$ cat src/rtl/kbd_disp_port_if.sv
// ============================================================================
// Module      : kbd_disp_port_if
// Description : Keyboard-input / display-output bus between the CPU side,
//               the keyboard and display devices, and the kbd_disp_port.
// Revision    : 1.0 - initial release
// ============================================================================
`default_nettype none

interface kbd_disp_port_if #(
   parameter int DW = 8
);
   logic          key_strobe;
   logic [DW-1:0] key_data;
   logic [DW-1:0] inpr;
   logic          fgi;
   logic          inp_ack;
   logic          kb_ovf;
   logic [DW-1:0] outr;
   logic          out_ld;
   logic          fgo;
   logic [DW-1:0] display;
   logic          disp_valid;
   logic          disp_ready;
   logic          ien_in;
   logic          ien_out;
   logic          irq;

   modport slave (
      input  key_strobe, key_data, inp_ack, outr, out_ld, disp_ready,
             ien_in, ien_out,
      output inpr, fgi, kb_ovf, fgo, display, disp_valid, irq
   );

   modport master (
      output key_strobe, key_data, inp_ack, outr, out_ld, disp_ready,
             ien_in, ien_out,
      input  inpr, fgi, kb_ovf, fgo, display, disp_valid, irq
   );
endinterface

`default_nettype wire

$ cat src/rtl/kbd_disp_port.sv
// ============================================================================
// Module      : kbd_disp_port
// Description : Keyboard FIFO (INPR/FGI) and display handshake (OUTR/FGO)
//               endpoint with a registered combined interrupt request.
// Revision    : 1.0 - initial release
// ============================================================================
`default_nettype none

module kbd_disp_port #(
   parameter int DEPTH = 4,
   parameter int DW    = 8
) (
   input  wire                    clk,
   input  wire                    rst,
   kbd_disp_port_if.slave         bus
);

   localparam int c_AW = $clog2(DEPTH);
   localparam int c_CW = c_AW + 1;

   typedef enum logic [0:0] {
      ST_IDLE = 1'b0,
      ST_BUSY = 1'b1
   } state_t;

   logic [DW-1:0]   mem_q [DEPTH];
   logic [DW-1:0]   mem_d [DEPTH];
   logic [c_AW-1:0] rd_ptr_q, rd_ptr_d;
   logic [c_AW-1:0] wr_ptr_q, wr_ptr_d;
   logic [c_CW-1:0] count_q, count_d;
   logic            kb_ovf_q, kb_ovf_d;
   logic [DW-1:0]   display_q, display_d;
   logic            irq_q, irq_d;
   state_t          state_q, state_d;

   logic w_empty;
   logic w_full;
   logic w_pop;
   logic w_push;
   logic w_ovf_set;
   logic w_fgi;
   logic w_fgo;

   assign w_empty   = (count_q == '0);
   assign w_full    = (count_q == c_CW'(DEPTH));
   assign w_pop     = bus.inp_ack & ~w_empty;
   // A pop in the same cycle frees the head slot, so a full FIFO still accepts.
   assign w_push    = bus.key_strobe & (~w_full | w_pop);
   assign w_ovf_set = bus.key_strobe & w_full & ~w_pop;
   assign w_fgi     = ~w_empty;
   assign w_fgo     = (state_q == ST_IDLE);

   always_comb begin
      mem_d    = mem_q;
      rd_ptr_d = rd_ptr_q;
      wr_ptr_d = wr_ptr_q;
      count_d  = count_q;
      kb_ovf_d = kb_ovf_q;

      if (w_push) begin
         mem_d[wr_ptr_q] = bus.key_data;
         wr_ptr_d        = wr_ptr_q + c_AW'(1);
      end
      if (w_pop) begin
         rd_ptr_d = rd_ptr_q + c_AW'(1);
      end

      case ({w_push, w_pop})
         2'b10:   count_d = count_q + c_CW'(1);
         2'b01:   count_d = count_q - c_CW'(1);
         default: count_d = count_q;
      endcase

      // A fresh overflow outranks the clear from an accepted pop.
      if (w_ovf_set) begin
         kb_ovf_d = 1'b1;
      end else if (w_pop) begin
         kb_ovf_d = 1'b0;
      end
   end

   always_comb begin
      state_d   = state_q;
      display_d = display_q;
      case (state_q)
         ST_IDLE: begin
            if (bus.out_ld) begin
               display_d = bus.outr;
               state_d   = ST_BUSY;
            end
         end
         ST_BUSY: begin
            if (bus.disp_ready) begin
               state_d = ST_IDLE;
            end
         end
         default: state_d = ST_IDLE;
      endcase
   end

   assign irq_d = (bus.ien_in & w_fgi) | (bus.ien_out & w_fgo);

   always_ff @(posedge clk or negedge rst) begin
      if (!rst) begin
         for (int i = 0; i < DEPTH; i++) begin
            mem_q[i] <= '0;
         end
         rd_ptr_q  <= '0;
         wr_ptr_q  <= '0;
         count_q   <= '0;
         kb_ovf_q  <= 1'b0;
         display_q <= '0;
         irq_q     <= 1'b0;
         state_q   <= ST_IDLE;
      end else begin
         for (int i = 0; i < DEPTH; i++) begin
            mem_q[i] <= mem_d[i];
         end
         rd_ptr_q  <= rd_ptr_d;
         wr_ptr_q  <= wr_ptr_d;
         count_q   <= count_d;
         kb_ovf_q  <= kb_ovf_d;
         display_q <= display_d;
         irq_q     <= irq_d;
         state_q   <= state_d;
      end
   end

   assign bus.inpr       = w_empty ? '0 : mem_q[rd_ptr_q];
   assign bus.fgi        = w_fgi;
   assign bus.kb_ovf     = kb_ovf_q;
   assign bus.fgo        = w_fgo;
   assign bus.display    = display_q;
   assign bus.disp_valid = (state_q == ST_BUSY);
   assign bus.irq        = irq_q;

endmodule

`default_nettype wire

$ cat src/flat_wrapper.sv
// flat-port wrapper written by rule: the top's interface ports become plain ports
module kbd_disp_port_flat 
#(
   parameter int DEPTH = 4,
   parameter int DW    = 8
)
  (clk, rst, bus_key_strobe, bus_key_data, bus_inp_ack, bus_outr, bus_out_ld, bus_disp_ready, bus_ien_in, bus_ien_out, bus_inpr, bus_fgi, bus_kb_ovf, bus_fgo, bus_display, bus_disp_valid, bus_irq);
  kbd_disp_port_if #(.DW(DW)) bus_i ();
  input  wire clk;
  input  wire rst;
  input wire logic [$bits(bus_i.key_strobe)-1:0] bus_key_strobe;
  input wire logic [$bits(bus_i.key_data)-1:0] bus_key_data;
  input wire logic [$bits(bus_i.inp_ack)-1:0] bus_inp_ack;
  input wire logic [$bits(bus_i.outr)-1:0] bus_outr;
  input wire logic [$bits(bus_i.out_ld)-1:0] bus_out_ld;
  input wire logic [$bits(bus_i.disp_ready)-1:0] bus_disp_ready;
  input wire logic [$bits(bus_i.ien_in)-1:0] bus_ien_in;
  input wire logic [$bits(bus_i.ien_out)-1:0] bus_ien_out;
  output wire logic [$bits(bus_i.inpr)-1:0] bus_inpr;
  output wire logic [$bits(bus_i.fgi)-1:0] bus_fgi;
  output wire logic [$bits(bus_i.kb_ovf)-1:0] bus_kb_ovf;
  output wire logic [$bits(bus_i.fgo)-1:0] bus_fgo;
  output wire logic [$bits(bus_i.display)-1:0] bus_display;
  output wire logic [$bits(bus_i.disp_valid)-1:0] bus_disp_valid;
  output wire logic [$bits(bus_i.irq)-1:0] bus_irq;
  assign bus_i.key_strobe = bus_key_strobe;
  assign bus_i.key_data = bus_key_data;
  assign bus_i.inp_ack = bus_inp_ack;
  assign bus_i.outr = bus_outr;
  assign bus_i.out_ld = bus_out_ld;
  assign bus_i.disp_ready = bus_disp_ready;
  assign bus_i.ien_in = bus_ien_in;
  assign bus_i.ien_out = bus_ien_out;
  assign bus_inpr = bus_i.inpr;
  assign bus_fgi = bus_i.fgi;
  assign bus_kb_ovf = bus_i.kb_ovf;
  assign bus_fgo = bus_i.fgo;
  assign bus_display = bus_i.display;
  assign bus_disp_valid = bus_i.disp_valid;
  assign bus_irq = bus_i.irq;
  kbd_disp_port #(.DEPTH(DEPTH), .DW(DW)) u_core (.clk(clk), .rst(rst), .bus(bus_i));
endmodule
$ cat config.mk
export PLATFORM = sky130hd
export DESIGN_NAME = kbd_disp_port_flat
export DESIGN_NICKNAME = d
export VERILOG_FILES = /design/src/rtl/kbd_disp_port_if.sv /design/src/rtl/kbd_disp_port.sv /design/src/flat_wrapper.sv
export SDC_FILE = /design/constraint.sdc
export NUM_CORES = 1
export LEC_CHECK = 0
export ABC_AREA = 1
export CELL_PAD_IN_SITES_DETAIL_PLACEMENT = 2
export CELL_PAD_IN_SITES_GLOBAL_PLACEMENT = 2
export CORE_MARGIN = 1
export CORE_UTILIZATION = 35
export CTS_BUF_LIST = sky130_fd_sc_hd__clkbuf_8
export CTS_CLUSTER_DIAMETER = 120
export CTS_CLUSTER_SIZE = 8
export DETAILED_ROUTE_END_ITERATION = 10
export HOLD_SLACK_MARGIN = 0.12
export PLACE_DENSITY = 0.92
export SLEW_MARGIN = 20
export SYNTH_ARGS = -nofsm -noshare
export SYNTH_HDL_FRONTEND = slang
export SYNTH_SLANG_ARGS = --single-unit
export TNS_END_PERCENT = 5
$ cat constraint.sdc
create_clock -name clk -period 2.6 [get_ports clk]
set_input_delay 0.65 -clock clk [delete_from_list [all_inputs] [get_ports clk]]
set_output_delay 0.65 -clock clk [all_outputs]
set_load 0.02 [all_outputs]
==> results.py, run 1 <==
metrics = {
    "yosys": {
        "netlist.area_leader.share_pct": 54.2,
        "synthTopCellsByArea": "dfrtp_1 (54%), nand2_1 (6.7%), o21ai_1 (6.5%), nor2_1 (5.9%), o21ai_0 (4.1%)",
        "syn-cell-area_sq_um": 2310,
        "syn-num-nets": 276,
        "yosys_most_used_dff": "dfrtp_1",
        "synth.most_common_cell": "dfrtp_1",
        "yosys_register_bits": 50,
        "synth_edf_count": 0,
        "post_synth_most_frequent_cells": "dfrtp_1 (50), nand2_1 (41), nor2_1 (36)",
        "ys_types": 24,
        "yosysTopAreaCell": "dfrtp_1",
        "synth.avg_cell_area_sq_um": 9.35,
        "ys_async_sr_fraction_pct": 100,
        "ys_warn_count": 0,
        "yosysSeqAreaShare_pct": 54.2,
        "syn_inst": 247,
    },
    "min_path": {
        "hold_class": "in -> async",
    },
    "timing": {
        "setup_viol": 0,
        "finalCriticalPeriod_ns": 2.48,
        "hold_violations": 0,
        "rsz0062_at_grt": "false",
        "finalCritPeriodShare_pct": 95.4,
        "worst_pin_slew_ns": 0.616,
        "max_freq_ghz": 0.403,
        "maxSlewHeadroom_pct": 58.9,
        "maxSlewViolCount": 0,
        "skew_ns": 0.0103,
    },
    "setup_path": {
        "cp_top_family": "buffers and inverters",
        "cp_max_fo": 10,
        "crit_type": "reg -> out",
        "path_cells": "inv_1, nor2_1, o21ai_0, a21oi_1, dlygate4sd2_1",
        "timing.rr.start": "u_core.count_q[2]",
        "rr_endpoint": "u_core.count_q[2]",
        "rr_worst_depth": 11,
        "reg2reg_slack_ns": 0.66,
        "worstPathRequired_ns": 1.95,
        "path_buf_inv": 2,
        "cpMaxStageDelayCell": "dfrtp_2",
        "endpoint": "bus_inpr[4]",
        "cp.depth": 5,
        "worst_ep_arrival_time_ns": 1.83,
        "crit_path_max_incr_delay_ns": 0.48,
        "setup.worst_path.end_class": "primary output",
        "start_kind": "flop",
        "crit_start": "u_core.rd_ptr_q[1]",
    },
    "detailed_routing": {
        "wirelength_mm": 6.97,
        "vias": 1925,
        "drt_iter0_markers": 58,
        "drtPass1Iterations": 4,
        "wl_per_cell_um": 18.7,
        "drc": 0,
        "ant_nets": 0,
        "vias_per_cell": 5.16,
    },
    "pwr": {
        "total_power_w": 0.00356,
        "p_per_area_nw_per_um2": 1220,
        "ir_worst_vdd_v": 0.000412,
        "p_leak_nw": 1.41,
    },
    "run_status": {
        "status": "finished, final reports clean",
    },
    "layout": {
        "n_fill_cell": 684,
        "diodes": 0,
        "areaGrowthSynthToFinish_pct": 26.1,
        "nNetsFinal": 324,
        "drive_above_1_share_pct": 12.5,
        "utilization_pct": 45.9,
        "fin_cells": 373,
    },
    "global_route": {
        "grt_pass1_wl_mm": 11.6,
        "grt_max_degree": 27,
        "grt_usage_pct": 21.5,
        "antenna_found_initial": 0,
        "first_global_vias": 2227,
        "overflow": 0,
    },
    "floorplanning": {
        "pin_count": 45,
        "dieArea_sq_um": 6930,
        "fp.coreArea_sq_um": 6350,
        "fp.dieW_um": 83.2,
        "die_height_um": 83.2,
        "start_util_pct": 36.4,
        "core.rowCount": 29,
    },
    "clock_tree": {
        "numCtsBuffers": 5,
        "cts_tree": "yes",
        "clock_sinks": 50,
        "ctsHoldBuffers": 0,
        "clk_pin_slew_ns": 0.11,
        "cts-root-buf": "clkbuf_8",
        "htree_levels": 2,
        "clk_latency_ns": 0.33,
        "clockBufferDepth": 2,
    },
    "placement": {
        "io_buffers": 44,
        "post-place-cells": 362,
        "dpl.hpwl_mm": 4.78,
        "routabilityCongestion": 0.734,
    },
    "job": {
        "drv_cap": 0,
    },
}
-- metrics by stage --
step	cell area [sq um]	hold WS, ns	worst slack, ns	TNS, ns
final	2910	0.319	0.120	0
after global routing	2910	0.363	0.0141	0
after CTS	2910	0.348	-0.0705	-0.0705
after detailed placement	2800	0.479	0.0572	0
after global placement	2800	0.468	0.143	0
after floorplan	2310	0.354	0.737	0
-- worst min path at each step --
stage | startpoint | end | cells after the start
after floorplan | rst | u_core.bus.disp_valid | 0
after global routing | rst | u_core.mem_q[2] | 1
final | rst | u_core.mem_q[2] | 1
after global placement | u_core.mem_q[3] | u_core.mem_q[3] | 2
after CTS | rst | u_core.mem_q[18] | 1
after detailed placement | u_core.mem_q[11] | u_core.mem_q[11] | 2
-- layout make-up --
type	count	area (sq um)	area share [%]
multi-input combinational	167	898	30.8
clock inverter	3	26.3	0.902
tap	77	96.3	3.31
timing repair buffer	49	479	16.5
sequential	50	1250	43.0
inverter	22	90.1	3.09
clock buffer	5	68.8	2.36
-- flip-flops by register name, summed over array words and instances (netlist names) --
signal / flops
u_core.rd_ptr_q: 2
u_core.mem_q: 32
u_core.bus.disp_valid: 1
u_core.wr_ptr_q: 2
u_core.bus.irq: 1
u_core.bus.display: 8
u_core.bus.kb_ovf: 1
u_core.count_q: 3
-- metal layers --
metal  routed length, um  track usage [%]  share of wire [%]
met2                3610             38.6                 52
met1                2940             25.2                 42
met4                 206             9.09                3.0
met5                   0                0                  0
met3                 214             3.78                3.1
-- placed cells by master, fill, tap and decap left out, types with 2 or more instances in the layout --
cell type         n
dfrtp_2           2
ha_1              4
inv_1            20
mux2_2            8
o21ai_2           2
a21oi_1          10
nand2_1          41
clkbuf_8          5
buf_4             4
xor2_1            3
dfrtp_1          48
nor2_1           36
inv_6             4
clkdlybuf4s50_1  35
dlygate4sd2_1     7
o21ai_1          30
nand3_1           3
o21ai_0          19
nand2_4           5
nand2_2           2
-- repair_timing --
item | in CTS | in global routing
setup buffers | 3 | 0
setup endpoints to repair | 8 | 1
pin swaps | 0 | 0
resized for setup | 10 | 1
-- power breakdown --
part	switching [W]	leakage, nW	internal (W)
combinational	0.00103	0.755	0.000653
clock	0.000305	0.0495	0.000201
sequential	0.000274	0.611	0.00110
total	0.00161	1.41	0.00196
-- kinds of logic after synthesis --
family	count (synthesis)	synth area share, %
AO/OA/AOI/OAI	62	13.9
XOR/XNOR	3	1.14
adder cells (fa/ha/maj)	5	3.03
buffers and inverters	30	6.93
flip-flops	50	54.2
multiplexers	8	3.90
AND/OR/NAND/NOR	89	16.9
Note: power is estimated with default switching activity, not from simulation.
==> inputs of run 2 (changes only) <==
- CAP_MARGIN: not set -> 10
- SKIP_CTS_REPAIR_TIMING: not set -> 1
==> run 2 against run 1 <==
  * Sequential power is essentially flat
  * Final cell count shrank 0.80%
  * Critical endpoint is now bus_fgi
  * Power grew 0.27%
  * Highest routed layer unchanged
  * Sequential share of layout area is essentially flat
  * Critical path depth shrank 1
==> results.py, run 2 (same netlist as run 1, synthesis figures left out) <==
metrics = {
    "run_status": {
        "status": "finished, final reports clean",
    },
    "layout": {
        "final_common_cell": "dfrtp_1",
        "diodes": 0,
        "regMostFlops": "u_core.mem_q",
        "areaGrowthSynthToFinish_pct": 26.4,
        "fin_area_sq_um": 2920,
        "largest_reg_flops": 32,
        "fin_cells": 370,
        "multi_input_area_sq_um": 898,
        "nNetsFinal": 321,
        "regArea_sq_um": 1260,
        "n_fill_cell": 689,
        "final_cell_mix": "dfrtp_1 (48), nand2_1 (41), nor2_1 (36)",
        "drive_above_1_share_pct": 11.6,
    },
    "global_route": {
        "grt_max_degree": 27,
        "overflow": 0,
        "antenna_found_initial": 0,
        "first_global_vias": 2251,
        "grt_pass1_wl_mm": 11.3,
        "grt_usage_pct": 20.9,
    },
    "floorplanning": {
        "core.rowCount": 29,
        "die_height_um": 83.2,
        "fp.coreArea_sq_um": 6350,
        "start_util_pct": 36.4,
        "dieArea_sq_um": 6930,
        "fp.dieW_um": 83.2,
        "pin_count": 45,
    },
    "setup_path": {
        "cp_max_fo": 5,
        "crit_type": "reg -> out",
        "start_kind": "flop",
        "worst_ep_arrival_time_ns": 1.78,
        "worstPathRequired_ns": 1.95,
        "setup.worst_path.end_class": "primary output",
    },
    "detailed_routing": {
        "drc": 0,
        "wl_per_cell_um": 18.7,
        "vias_per_cell": 5.16,
        "ant_nets": 0,
        "vias": 1910,
        "drtPass1Iterations": 4,
        "wirelength_mm": 6.90,
        "drt_iter0_markers": 104,
    },
    "timing": {
        "setup_viol": 0,
        "setup_tns_ns": 0,
        "rsz0062_at_grt": "false",
        "hold_violations": 0,
        "skew_ns": 0.00802,
        "maxSlewViolCount": 0,
        "finalCriticalPeriod_ns": 2.43,
        "worst_pin_slew_ns": 0.625,
        "finalWorstSetupSlack_ns": 0.170,
        "maxSlewHeadroom_pct": 58.4,
        "max_freq_ghz": 0.412,
        "finalCritPeriodShare_pct": 93.5,
    },
    "placement": {
        "dpl.hpwl_mm": 4.78,
        "post-place-cells": 362,
        "routabilityCongestion": 0.734,
        "io_buffers": 44,
        "dp_slack_ns": 0.0572,
        "place_area_sq_um": 2800,
    },
    "pwr": {
        "p_per_area_nw_per_um2": 1220,
        "p_leak_nw": 1.47,
        "total_power_w": 0.00357,
        "ir_worst_vdd_v": 0.000431,
    },
    "clock_tree": {
        "clockBufferDepth": 2,
        "clk_latency_ns": 0.32,
        "numCtsBuffers": 5,
        "clock_sinks": 50,
        "cts-root-buf": "clkbuf_8",
        "clk_pin_slew_ns": 0.10,
        "htree_levels": 2,
        "cts_tree": "yes",
    },
    "min_path": {
        "hold_class": "in -> async",
    },
    "job": {
        "drv_cap": 0,
    },
}
-- run 2: cell count changes in the layout (fill, tap and decap cells not counted) --
cell,delta
dfrtp_4,+1
dfrtp_2,-1
buf_4,-3
dlymetal6s2s_1,+7
dlygate4sd2_1,-7
-- run 2: path summary, 6_finish.rpt --
check | from | to | slack (ns) | depth (start not counted)
max reg2reg | u_core.count_q[2] | u_core.count_q[2] | 0.67 | 11
min reg2reg | u_core.mem_q[16] | u_core.mem_q[16] | 0.51 | 2
max | u_core.count_q[1] | bus_fgi | 0.17 | 4
min | rst | u_core.mem_q[22] | 0.33 | 1
min in group clk | u_core.mem_q[16] | u_core.mem_q[16] | 0.51 | 2
max in group asynchronous | rst | u_core.rd_ptr_q[0] | 1.70 | 2
-- run 2: where the power goes --
| part | switching, W | leakage, nW | total [W] | internal (W) |
|---|---|---|---|---|
| clock network | 0.000304 | 0.0495 | 0.000505 | 0.000201 |
| registers | 0.000288 | 0.611 | 0.00139 | 0.00111 |
| logic | 0.000995 | 0.809 | 0.00167 | 0.000679 |
-- run 2: critical path, stage by stage, from the launching register on --
cell and delay [ns]:
dfrtp_1 0.42, nor2_2 0.23, nand2_2 0.09, buf_4 0.17, clkdlybuf4s50_1 0.54
-- run 2: area by class of cell --
class / instances / area share, %
clock buffers: 5 / 2.36
clock inverters: 3 / 0.900
inverters: 22 / 3.09
multi-input cells: 167 / 30.8
flip-flops and latches: 50 / 43.0
well taps: 77 / 3.30
repair buffers: 46 / 16.5
-- run 2: metrics by stage --
| stage | hold WS, ns | utilization (%) |
|---|---|---|
| CTS | 0.348 | 45.5 |
| floorplan | 0.354 | - |
| global placement | 0.468 | 44.0 |
| detailed placement | 0.479 | 44.0 |
| finish | 0.331 | 46.0 |
| global route | 0.368 | 46.0 |
-- run 2: metal layers --
metal  GRT usage [%]  vias to the layer above  wire (um)
met4            9.40                        0        212
met1            24.1                      959       2880
li1                -                      884          -
met2            37.0                       51       3580
met5               0                        -          0
met3            4.27                       16        232
==> inputs of run 3 (changes only) <==
- RECOVER_POWER: not set -> 50
==> run 3 against run 2 <==
  * Clock power barely moved
  * Critical path type unchanged
  * Flip-flop and latch count did not move
  * Largest power group unchanged
  * Clock skew is 0.00075 ns lower
  * Setup slack lost 0.0043 ns
  * Maximum frequency decreased by 0.18%
  * Combinational power hardly changed
==> results.py, run 3 (same netlist as run 1, synthesis figures left out) <==
metrics = {
    "placement": {
        "place_area_sq_um": 2800,
        "routabilityCongestion": 0.734,
        "dpl.hpwl_mm": 4.78,
        "io_buffers": 44,
        "dp_slack_ns": 0.0572,
    },
    "clock_tree": {
        "clk_pin_slew_ns": 0.11,
        "clk_latency_ns": 0.32,
        "cts_tree": "yes",
        "numCtsBuffers": 5,
        "clockBufferDepth": 2,
        "htree_levels": 2,
        "cts-root-buf": "clkbuf_8",
        "clock_sinks": 50,
    },
    "setup_path": {
        "cp_max_fo": 5,
        "path_cells": "nor2_2, nand2_2, buf_4, clkdlybuf4s50_1",
        "crit_path_max_incr_delay_ns": 0.54,
        "cp_top_family": "buffers and inverters",
        "crit_type": "reg -> out",
        "worst_ep_arrival_time_ns": 1.78,
        "path_buf_inv": 2,
        "start_kind": "flop",
        "setup.worst_path.end_class": "primary output",
        "cpMaxStageDelayCell": "clkdlybuf4s50_1",
        "worstPathRequired_ns": 1.95,
    },
    "layout": {
        "largest_reg_flops": 32,
        "nNetsFinal": 321,
        "final_common_cell": "dfrtp_1",
        "final_cell_mix": "dfrtp_1 (48), nand2_1 (42), nor2_1 (36)",
        "regMostFlops": "u_core.mem_q",
        "areaGrowthSynthToFinish_pct": 25.2,
        "drive_above_1_share_pct": 10.9,
        "diodes": 0,
        "fin_area_sq_um": 2890,
    },
    "floorplanning": {
        "pin_count": 45,
        "fp.dieW_um": 83.2,
        "dieArea_sq_um": 6930,
        "core.rowCount": 29,
        "fp.coreArea_sq_um": 6350,
        "start_util_pct": 36.4,
        "die_height_um": 83.2,
    },
    "pwr": {
        "p_seq_share_pct": 39.1,
        "p_switching_w": 0.00158,
        "clkPwrFrac_pct": 14.2,
        "p_per_area_nw_per_um2": 1230,
        "p_int_w": 0.00198,
        "p_leak_nw": 1.46,
        "sw_frac_of_total_pct": 44.4,
        "pwr-share-comb_pct": 46.8,
        "total_power_w": 0.00356,
        "ir_worst_vdd_v": 0.000430,
    },
    "global_route": {
        "grt_max_degree": 27,
        "overflow": 0,
        "first_global_vias": 2251,
        "antenna_found_initial": 0,
        "grt_usage_pct": 20.9,
        "grt_pass1_wl_mm": 11.3,
    },
    "timing": {
        "setup_viol": 0,
        "hold_violations": 0,
        "rsz0062_at_grt": "false",
        "max_freq_ghz": 0.411,
        "finalWorstSetupSlack_ns": 0.166,
        "whs_ns": 0.509,
        "maxSlewViolCount": 0,
        "worst_pin_slew_ns": 1.42,
        "maxSlewHeadroom_pct": 5.19,
        "finalCritPeriodShare_pct": 93.6,
        "skew_ns": 0.00728,
        "finalCriticalPeriod_ns": 2.43,
    },
    "job": {
        "drv_cap": 0,
    },
    "detailed_routing": {
        "drt_iter0_markers": 112,
        "drtPass1Iterations": 4,
        "vias": 1909,
        "drc": 0,
        "ant_nets": 0,
        "wl_per_cell_um": 18.5,
        "vias_per_cell": 5.16,
        "wirelength_mm": 6.84,
    },
    "run_status": {
        "status": "finished, final reports clean",
    },
    "min_path": {
        "hold_class": "reg -> reg",
    },
}
-- run 3: worst paths after layout --
kind / cells past startpoint / start / endpoint / slack (ns)
min in group asynchronous: 1 / rst / u_core.mem_q[22] / 0.63
worst max register to register: 7 / u_core.count_q[1] / u_core.mem_q[2] / 0.66
max in group asynchronous: 2 / rst / u_core.rd_ptr_q[0] / 0.60
worst min register to register: 2 / u_core.mem_q[31] / u_core.mem_q[31] / 0.51
worst min-delay path: 2 / u_core.mem_q[31] / u_core.mem_q[31] / 0.51
worst max-delay path: 4 / u_core.count_q[1] / bus_fgi / 0.17
-- run 3: metal layers --
layer	global-route usage [%]	vias to the layer above	share of wire [%]
li1	-	884	-
met1	24.1	959	41
met2	37.0	51	52
met3	4.27	15	3.6
met4	9.40	0	3.1
met5	0	-	0
-- run 3: tightest hold or removal path: cells and delay by family (launching register included) --
| family | cells | cell delay (ns) |
|---|---|---|
| AOI/OAI and AO/OA | 1 | 0.06 |
| and+or+nand+nor | 1 | 0.05 |
| DFF | 1 | 0.36 |
-- run 3: final cells by class --
type                       instances  area, sq um
inverter                          22         86.3
fill                             692         3460
multi-input combinational        167          891
timing repair buffer              46          467
sequential                        50         1260
tap                               77         96.3
clock buffer                       5         68.8
clock inverter                     3         26.3
-- run 3: stage by stage --
step	util, %	cells	setup TNS [ns]
global placement	44.0	362	0
CTS	45.5	370	-2.48
global route	45.5	370	0
finish	45.5	370	0
detailed placement	44.0	362	0
floorplan	-	247	0
-- run 3: power groups by stage --
stage / sequential [W] / clock (W) / combinational, W
after CTS: 0.00138 / 0.000512 / 0.00172
after global routing: 0.00143 / 0.000542 / 0.00182
after global placement: 0.00135 / 0 / 0.00156
after detailed placement: 0.00138 / 0 / 0.00168
final: 0.00139 / 0.000504 / 0.00166
after floorplan: 0.00129 / 0 / 0.00109
